<file path="src/rtl/stepper_pkg.sv">
// Shared types and helpers for the multi-axis stepper pulse generator.
// No logic of its own: axis state encoding and the step-period clamp.
// Ports: none.
package stepper_pkg;

  typedef enum logic [1:0] {
    IDLE,
    SETUP,
    HIGH,
    LOW
  } axis_state_t;

  // A period shorter than two pulse widths cannot hold a full HIGH plus an
  // equally long LOW, so it is raised to that minimum.
  function automatic logic [31:0] clamp_period(input logic [31:0] period,
                                               input logic [31:0] min_per);
    return (period < min_per) ? min_per : period;
  endfunction

endpackage

</file>
<file path="src/rtl/stepper_axis.sv">
// One stepper axis: move-command FSM, per-axis timer and remaining-step counter.
// Latency: first STEP rise DIR_SETUP cycles after accept; rise-to-rise = clamped period.
// Backpressure: cmd_ready only in IDLE; a command offered while busy waits at the master.
// Ports: clock/reset_n, en (pause), cmd_* handshake + payload, abort,
//        step_out/dir_out pins, busy/done/aborted status, steps_left.
module stepper_axis
  import stepper_pkg::*;
#(
  parameter int STEP_W    = 16,
  parameter int PER_W     = 20,
  parameter int PULSE_W   = 50,
  parameter int DIR_SETUP = 20
) (
  input  logic              clock,
  input  logic              reset_n,
  input  logic              en,
  input  logic              cmd_valid,
  output logic              cmd_ready,
  input  logic              cmd_dir,
  input  logic [STEP_W-1:0] cmd_steps,
  input  logic [PER_W-1:0]  cmd_period,
  input  logic              abort,
  output logic              step_out,
  output logic              dir_out,
  output logic              busy,
  output logic              done,
  output logic              aborted,
  output logic [STEP_W-1:0] steps_left
);

  // Timer must hold the larger of the fixed delays and any programmable period.
  localparam int FIX_MAX = (DIR_SETUP > 2 * PULSE_W) ? DIR_SETUP : 2 * PULSE_W;
  localparam int FIX_W   = $clog2(FIX_MAX + 1);
  localparam int CNT_W   = (FIX_W > PER_W) ? FIX_W : PER_W;

  axis_state_t       state_q, state_d;
  logic [CNT_W-1:0]  cnt_q, cnt_d;
  logic [CNT_W-1:0]  per_q, per_d;
  logic [STEP_W-1:0] steps_q, steps_d;
  logic              dir_q, dir_d;
  logic              hold_q, hold_d;     // abort seen during HIGH, acted on at pulse end
  logic              done_q, done_d;
  logic              aborted_q, aborted_d;

  always_ff @(posedge clock or negedge reset_n) begin
    if (!reset_n) begin
      state_q   <= IDLE;
      cnt_q     <= '0;
      per_q     <= '0;
      steps_q   <= '0;
      dir_q     <= 1'b0;
      hold_q    <= 1'b0;
      done_q    <= 1'b0;
      aborted_q <= 1'b0;
    end else begin
      state_q   <= state_d;
      cnt_q     <= cnt_d;
      per_q     <= per_d;
      steps_q   <= steps_d;
      dir_q     <= dir_d;
      hold_q    <= hold_d;
      done_q    <= done_d;
      aborted_q <= aborted_d;
    end
  end

  // Timers count down to zero; each phase loads length-1 so that a phase of
  // length L occupies exactly L cycles.
  always_comb begin
    state_d   = state_q;
    cnt_d     = cnt_q;
    per_d     = per_q;
    steps_d   = steps_q;
    dir_d     = dir_q;
    hold_d    = hold_q;
    done_d    = 1'b0;
    aborted_d = 1'b0;
    unique case (state_q)
      IDLE: begin
        hold_d = 1'b0;
        // abort is deliberately ignored here, even alongside cmd_valid
        if (cmd_valid) begin
          dir_d   = cmd_dir;
          steps_d = cmd_steps;
          per_d   = CNT_W'(clamp_period(32'(cmd_period), 32'(2 * PULSE_W)));
          if (cmd_steps == '0) begin
            done_d = 1'b1;
          end else begin
            state_d = SETUP;
            cnt_d   = CNT_W'(DIR_SETUP - 1);
          end
        end
      end
      SETUP: begin
        if (abort) begin
          state_d   = IDLE;
          aborted_d = 1'b1;
        end else if (en) begin
          if (cnt_q == '0) begin
            state_d = HIGH;
            cnt_d   = CNT_W'(PULSE_W - 1);
          end else begin
            cnt_d = cnt_q - CNT_W'(1);
          end
        end
      end
      HIGH: begin
        // Pulse runs to completion regardless of en or abort.
        if (abort) hold_d = 1'b1;
        if (cnt_q == '0) begin
          steps_d = steps_q - STEP_W'(1);
          if (abort || hold_q) begin
            state_d   = IDLE;
            aborted_d = 1'b1;
          end else begin
            state_d = LOW;
            cnt_d   = per_q - CNT_W'(PULSE_W + 1);
          end
        end else begin
          cnt_d = cnt_q - CNT_W'(1);
        end
      end
      LOW: begin
        // Abort is checked first so it wins over a completion on the same edge.
        if (abort) begin
          state_d   = IDLE;
          aborted_d = 1'b1;
        end else if (en) begin
          if (cnt_q == '0) begin
            if (steps_q == '0) begin
              state_d = IDLE;
              done_d  = 1'b1;
            end else begin
              state_d = HIGH;
              cnt_d   = CNT_W'(PULSE_W - 1);
            end
          end else begin
            cnt_d = cnt_q - CNT_W'(1);
          end
        end
      end
      default: state_d = IDLE;
    endcase
  end

  assign cmd_ready  = (state_q == IDLE);
  assign busy       = (state_q != IDLE);
  assign step_out   = (state_q == HIGH);
  assign dir_out    = dir_q;
  assign done       = done_q;
  assign aborted    = aborted_q;
  assign steps_left = steps_q;

endmodule

</file>
<file path="src/rtl/multi_axis_stepper.sv">
// N independent stepper axes behind per-axis valid/ready command ports.
// Latency: per axis, first STEP DIR_SETUP cycles after accept; no cross-axis coupling.
// Backpressure: each axis accepts only when idle; others are unaffected.
// Ports: vectors per axis (bit i / slice [i*W +: W]) for commands, abort, pins and status.
module multi_axis_stepper
  import stepper_pkg::*;
#(
  parameter int N_AXES    = 2,
  parameter int STEP_W    = 16,
  parameter int PER_W     = 20,
  parameter int PULSE_W   = 50,
  parameter int DIR_SETUP = 20
) (
  input  logic                     clock,
  input  logic                     reset_n,
  input  logic                     en,
  input  logic [N_AXES-1:0]        cmd_valid,
  output logic [N_AXES-1:0]        cmd_ready,
  input  logic [N_AXES-1:0]        cmd_dir,
  input  logic [N_AXES*STEP_W-1:0] cmd_steps,
  input  logic [N_AXES*PER_W-1:0]  cmd_period,
  input  logic [N_AXES-1:0]        abort,
  output logic [N_AXES-1:0]        step_out,
  output logic [N_AXES-1:0]        dir_out,
  output logic [N_AXES-1:0]        busy,
  output logic [N_AXES-1:0]        done,
  output logic [N_AXES-1:0]        aborted,
  output logic [N_AXES*STEP_W-1:0] steps_left
);

  for (genvar i = 0; i < N_AXES; i++) begin : g_axis
    stepper_axis #(
      .STEP_W   (STEP_W),
      .PER_W    (PER_W),
      .PULSE_W  (PULSE_W),
      .DIR_SETUP(DIR_SETUP)
    ) u_axis (
      .clock     (clock),
      .reset_n   (reset_n),
      .en        (en),
      .cmd_valid (cmd_valid[i]),
      .cmd_ready (cmd_ready[i]),
      .cmd_dir   (cmd_dir[i]),
      .cmd_steps (cmd_steps[i*STEP_W +: STEP_W]),
      .cmd_period(cmd_period[i*PER_W +: PER_W]),
      .abort     (abort[i]),
      .step_out  (step_out[i]),
      .dir_out   (dir_out[i]),
      .busy      (busy[i]),
      .done      (done[i]),
      .aborted   (aborted[i]),
      .steps_left(steps_left[i*STEP_W +: STEP_W])
    );
  end

endmodule

</file>
<file path="config.mk">
export PLATFORM = sky130hd
export DESIGN_NAME = multi_axis_stepper
export DESIGN_NICKNAME = d
export VERILOG_FILES = /design/src/rtl/stepper_pkg.sv /design/src/rtl/stepper_axis.sv /design/src/rtl/multi_axis_stepper.sv
export SDC_FILE = /design/constraint.sdc
export NUM_CORES = 1
export LEC_CHECK = 0
export ABC_CLOCK_PERIOD_IN_PS = 2400
export BUFFER_PORTS_ARGS = -buffer_cell sky130_fd_sc_hd__buf_2
export CORE_ASPECT_RATIO = 1.75
export CORE_MARGIN = 1
export CORE_UTILIZATION = 50
export CTS_BUF_LIST = sky130_fd_sc_hd__clkbuf_4 sky130_fd_sc_hd__clkbuf_8 sky130_fd_sc_hd__clkbuf_16
export DETAILED_ROUTE_END_ITERATION = 8
export MAX_ROUTING_LAYER = met4
export PLACE_DENSITY = 0.74
export REMOVE_ABC_BUFFERS = 1
export SYNTH_ARGS = -nofsm -noshare
export SYNTH_HDL_FRONTEND = slang
export SYNTH_SLANG_ARGS = --single-unit
</file>
<file path="constraint.sdc">
create_clock -name clock -period 2.4 [get_ports clock]
set_clock_uncertainty 0.15 [all_clocks]
set_input_delay 0.36 -clock clock [delete_from_list [all_inputs] [get_ports clock]]
set_output_delay 0.36 -clock clock [all_outputs]
set_load 0.02 [all_outputs]
</file>
== Word level (Yosys, flattened, before mapping) ==
Index checks and enable logic that the tools add are counted.

* Reductions and logical operators: 26
* Add/sub/neg operators: 6
* $lt $le $gt $ge: 2
* Multiplexer cells: 82
* Eq/ne operators: 34

{| class="wikitable"
|+ Operators with widths
! kind !! number
|-
| 20-bit two-way mux || 24
|-
| 20-bit case mux with 4 select lines || 2
|-
| 16-bit logical NOT || 4
|-
| 16-bit two-way mux || 4
|-
| 16-bit case mux with 2 select lines || 2
|-
| 2-bit two-way mux || 22
|-
| 20-bit logical NOT || 2
|-
| 20-bit by 7-bit less-than comparator with 1-bit output (second input constant) || 2
|-
| 20-bit by 1-bit subtractor with 20-bit output (second input constant) || 2
|-
| 20-bit by 6-bit subtractor with 20-bit output (second input constant) || 2
|-
| 2-bit != test (second input constant) || 16
|-
| 16-bit by 1-bit subtractor with 16-bit output (second input constant) || 2
|-
| 3-bit != test (second input constant) || 8
|-
| 1-bit two-way mux || 20
|-
| 2-bit case mux with 4 select lines || 2
|-
| 8-bit AND reduction || 2
|-
| 7-bit AND reduction || 2
|-
| 3-bit by 2-bit != test with 1-bit output (second input constant) || 4
|-
| 1-bit case mux with 2 select lines || 6
|-
| 2-bit equality test (second input constant) || 4
|-
| 2-bit AND reduction || 4
|-
| 2-bit nonzero test || 4
|-
| 3-bit AND reduction || 2
|-
| 2-bit by 1-bit equality test with 1-bit output (second input constant) || 2
|-
| other kinds (3) || 6
|}

* Output and inout bits: 44
* Register bits: 124
* Bits of input ports: 81
* Word-level logic and storage cells: 166

== Depth between registers and ports, before layout ==
* Depth after elaboration: 6
* Gate-level depth with buffers: 10
* Gate-level depth less buffers: 8

== Cells and area by module ==
A second synthesis with hierarchy kept.

* Cell total of the unflattened synthesis: 985
* Area, all modules: 8,269.2 µm²

{| class="wikitable"
|+ Modules (own cells, without submodules)
! module !! cells an instance !! area each (µm²) !! seq. area each (µm²) !! times used
|-
| stepper_axis at g_axis[0].u_axis || 526 || 4,241.6 || 1,551.5 || 1
|-
| stepper_axis at g_axis[1].u_axis || 459 || 4,027.6 || 1,551.5 || 1
|}

== Worst setup path before layout ==
OpenSTA, ideal clock, no wires.

* Path type: flip-flop to flip-flop
* Start point: register g_axis[1].u_axis.steps_q[4]
* End point: register g_axis[1].u_axis.cnt_q[2]
* Library setup time: 121 ps
* Stages on the path, launching flop included: 10
* Slack: -80 ps
* Clock period less this slack: 2,480 ps
* Arrival time: 2,209 ps
* Required time: 2,129 ps
* Path buffers: 3
* Path through: dfrtp_1 buf_6 or4_1 buf_2 nor3_4 a31o_1 a2111o_2 buf_8 o32ai_1 a22o_1

* Word-level cells in the longest chain between the ends: 3

{| class="wikitable"
|+ RTL lines
! item !! RTL line !! text
|-
| from (decl) || stepper_axis.sv:39 || <nowiki>logic [STEP_W-1:0] steps_q, steps_d;</nowiki>
|-
| from (signal assigned) || stepper_axis.sv:59 || <nowiki>steps_q <= steps_d;</nowiki>
|-
| 16-bit logical NOT || stepper_axis.sv:130 || <nowiki>if (steps_q == '0) begin</nowiki>
|-
| 3-bit != test (no line) || n/a ||
|-
| 8-bit AND reduction (no line) || n/a ||
|-
| to (signal assigned) || stepper_axis.sv:57 || <nowiki>cnt_q <= cnt_d;</nowiki>
|-
| to (decl) || stepper_axis.sv:37 || <nowiki>logic [CNT_W-1:0] cnt_q, cnt_d;</nowiki>
|}

No other way between the ends.
A chain may end at the register's enable or synchronous reset.

== Worst setup path after layout ==
* Start point: register g_axis[0].u_axis.cnt_q[5]
* End point: register g_axis[0].u_axis.steps_q[7]

* Word-level cells in the longest chain between the ends: 3

{| class="wikitable"
|+ RTL lines
! item !! RTL line !! text
|-
| from (decl) || stepper_axis.sv:37 ||
|-
| from (signal assigned) || stepper_axis.sv:57 ||
|-
| 20-bit logical NOT || stepper_axis.sv:110 || <nowiki>if (cnt_q == '0) begin</nowiki>
|-
| 2-bit != test (no line) || n/a ||
|-
| 3-bit AND reduction (no line) || n/a ||
|-
| to (signal assigned) || stepper_axis.sv:59 ||
|-
| to (decl) || stepper_axis.sv:39 ||
|}

No other way between the ends.

==> impl_results.md <==
- Status: finished, violations left
- Failing checks: negative hold slack, negative setup slack
- Mean Syn Cell Area: ~8.5 µm²
- Placed inst area: 10,000 µm²
- Core Util, Final: 0.685
- R2r worst-path depth: 6
- Share of layout cells above drive strength 1: 0.308
- Max Cap Viol: 0
- Power Dens Cells: 1460 nW/µm²
- Final setup viols: 2
- Initial antenna violation count: 0
- Slew @ Worst Pin: 0.594 ns
- Gate Count Post-Synth: 968
- Period utilization: 1.01
- Synth warn: 0
- Core ar.: 16,000 µm²
- Crit. End Element: flip-flop
- Initial Util: 0.515
- Global-route wire length before repair: 43,600 µm
- CP max FO: 6
- Vias: 8,940
- Die Span X: 99.1 µm
- Final HPWL DP: between 20,000 and 25,000 µm
- Die extent in y: roughly 170 µm
- Max Fclk: 0.414 GHz
- Worst slew margin: 0.601
- Min-delay src: cmd_period[1]
- Pleak: a little under 5 nW
- TritonCTS Sinks: 124
- Critical Path AT: 2.64 ns
- Fin Setup TNS: -0.0281 ns
- Top area cells in the synthesized netlist: dfrtp_1 38%, o21ai_0 4.4%, nand2_1 4.3%
- Worst Hold Class: in -> reg
- Slew Limit Fails: 0
- Hold Slack: -0.00501 ns
- Worst-Skew Late Latency: between 0.4 and 0.5 ns
- Overall Global Routing Usage: 0.338
- DRC violations left: 0
- Via-per-instance ratio: 6.29
- Largest net degree at the start of global routing: slightly above 50
- Fin area: 11,000 µm²
- Setup ws final: -0.0151 ns
- Endpoint, Worst Hold: g_axis[0].u_axis.per_q[1]
- Dominant synthesized flop cell: dfrtp_1
- Layout Cells excl Fill: ~1,400
- Root Buffer: clkbuf_16
- Sequential area share after synthesis: 0.376
- Synth top cells by count: 124 x dfrtp_1, 94 x nand2_1, 89 x nor2_1, 73 x o21ai_0, 58 x a21oi_1
- RSZ-0062 raised after global routing: yes
- Reg-to-reg startpoint: g_axis[0].u_axis.cnt_q[5]
- Post-layout min period: 2.42 ns
- Syn-to-layout area delta: 33.0%
- Overflow after GRT: 0
- Yosys top cell area share: 0.376
- Most frequent cell after synthesis: dfrtp_1
- CTS tree: yes
- Placed cells: 1,374
- DR WL/cell: ~20 µm
- Die Area: 17,100 µm²
- Post-synth ARST share: 1.00
- Synth Cell Area: roughly 8300 µm²
- Critical path class: reg -> reg
- Pre-antenna DRT Iters: 5
- Antenna Nets Post-Route: 0
- Synth cell types: slightly below 80
- Worst vdd ir: 0.000830 V
- Register bit total from synthesis: 124
- Final Hold Vio Count: 2
- Num ports: 125
- Type of origin of the critical path: flip-flop
- # H-tree levels: 4
- Nets: 1,319
- Clock Tree Buf Depth: 2
- IO Port Bufs: 124
- Number of global-route vias before repair: ~9,000
- Pre-CTS setup slack: -0.171 ns
- Critical Path RT: 2.62 ns
- Fill cells: 1,340
- EDFF count, synth: 0
- Row count: 61
- GPL Wtd Cong: 0.964
- Clock transition at the registers of the reported paths: 0.06 ns
- Hold Path Stages: 2
- Iter 0 DRT Violations: 604
- Reg2Reg Setup Slack: -0.02 ns
- Routed wire length: 27,900 µm
- CTS buffer count: 17
- FF-to-FF End: g_axis[0].u_axis.steps_left[7]
- Ant diodes: 0
- Synth area leader: dfrtp_1
-- what timing repair did --
item	4_1_cts	5_1_grt
hold buffers	11	0
resized for setup	6	48
pin swaps	1	16
endpoints found under the hold margin	46	0
endpoints found under the setup margin	29	62
gates cloned	0	1
setup buffers	1	3
-- cell usage in the layout, fill, tap and decap left out, types with 4 or more instances in the layout --
master / netlist / layout
a31oi_1: 22 / 22
nor2_1: 89 / 87
nor4_1: 34 / 30
xnor2_1: 23 / 22
and3_1: 9 / 8
nand2b_1: 8 / 8
mux2_2: 17 / 17
inv_1: 29 / 26
buf_2: 9 / 123
clkinvlp_4: 0 / 6
buf_12: 0 / 5
nand4_1: 13 / 13
o21ai_1: 6 / 10
a22oi_1: 11 / 11
o32ai_1: 4 / 4
a221o_1: 6 / 6
ha_1: 18 / 16
nand2_1: 94 / 92
o31ai_1: 5 / 5
dfrtp_1: 124 / 123
nor3_1: 45 / 41
dlygate4sd3_1: 0 / 11
or3_1: 13 / 13
a21oi_1: 58 / 58
o21ai_0: 73 / 69
a32oi_1: 5 / 5
nor4_4: 3 / 6
nor2b_1: 5 / 5
or4_1: 6 / 5
mux2i_1: 10 / 10
a22o_1: 15 / 15
o211ai_1: 4 / 4
o22a_1: 17 / 17
buf_4: 14 / 151
o22ai_1: 26 / 26
nand3_1: 25 / 23
clkbuf_16: 0 / 17
nor3_2: 1 / 4
xor2_1: 16 / 16
-- cell type report --
cell class	instances	area, µm²	area share
clock buffers	18	439	0.0400
clock inverters	13	141	0.0129
inverters	30	113	0.0103
multi-input cells	755	4960	0.452
flip-flops and latches	124	3100	0.283
well taps	189	236	0.0215
repair buffers	292	1980	0.181
-- stage by stage --
stage	total power, mW	hold slack [ns]
floorplan	8.92	-0.0856
global placement	12.7	0.221
detailed placement	12.8	0.223
CTS	15.5	0.00132
global route	17.1	0.00470
finish	16.1	-0.00501
-- worst max path at each step --
stage                                startpoint                         endpoint  slack (ns)  cells after the start
finish                g_axis[0].u_axis.cnt_q[5]   g_axis[0].u_axis.steps_left[7]       -0.02                      6
global route          g_axis[0].u_axis.cnt_q[5]   g_axis[0].u_axis.steps_left[7]       -0.11                      6
CTS                  g_axis[0].u_axis.cnt_q[14]   g_axis[0].u_axis.steps_left[7]       -0.02                      6
detailed placement  g_axis[1].u_axis.state_q[0]        g_axis[1].u_axis.cnt_q[2]       -0.17                      9
global placement     g_axis[0].u_axis.cnt_q[14]   g_axis[0].u_axis.steps_left[7]       0.005                      6
floorplan           g_axis[0].u_axis.state_q[0]  g_axis[0].u_axis.steps_left[11]       -0.61                      6
-- kinds of logic (layout without fill, tap and decap cells) --
logic type                 count (synthesis)  count (layout)  share of synthesized area
xor gates and xnor gates                  39              39                     0.0414
buffers and inverters                     89             353                     0.0506
AOI/OAI and AO/OA                        299             299                      0.238
and+or+nand+nor                          372             372                      0.231
DFF                                      124             124                      0.376
adders and majority gates                 18              18                     0.0273
muxes                                     27              27                     0.0353
-- where the power goes --
| group | total [mW] | leakage, nW | internal [mW] | switching (mW) |
|---|---|---|---|---|
| sequential | 3.81 | 1.55 | 2.95 | 0.853 |
| clock | 2.58 | 0.267 | 1.55 | 1.03 |
| combinational | 9.68 | 3.07 | 4.15 | 5.53 |
| total | 16.1 | 4.88 | 8.66 | 7.41 |
-- metal layers --
| layer | wire length (µm) | track usage | vias to the layer above | share of wire |
|---|---|---|---|---|
| li1 | - | - | 4140 | - |
| met1 | 9820 | 0.344 | 4249 | 0.35 |
| met2 | 14900 | 0.604 | 413 | 0.53 |
| met3 | 1500 | 0.0594 | 138 | 0.054 |
| met4 | 1680 | 0.206 | 0 | 0.060 |
| met5 | 0 | - | - | 0 |
-- state kept, by name, summed over array words and instances, names as in the netlist --
register	cells
g_axis.u_axis.state_q	4
g_axis.u_axis.cnt_q	40
g_axis.u_axis.hold_q	2
g_axis.u_axis.done	2
g_axis.u_axis.steps_left	32
g_axis.u_axis.aborted	2
g_axis.u_axis.per_q	40
g_axis.u_axis.dir_out	2
-- critical path, stage by stage, from the launching register on --
cell	delay (ns)
dfrtp_1	0.37
or4_4	0.57
nor4_4	0.34
nand2_2	0.16
or4_1	0.48
a31oi_1	0.18
a21o_1	0.10
No activity file was read; power rests on OpenSTA's default activity.
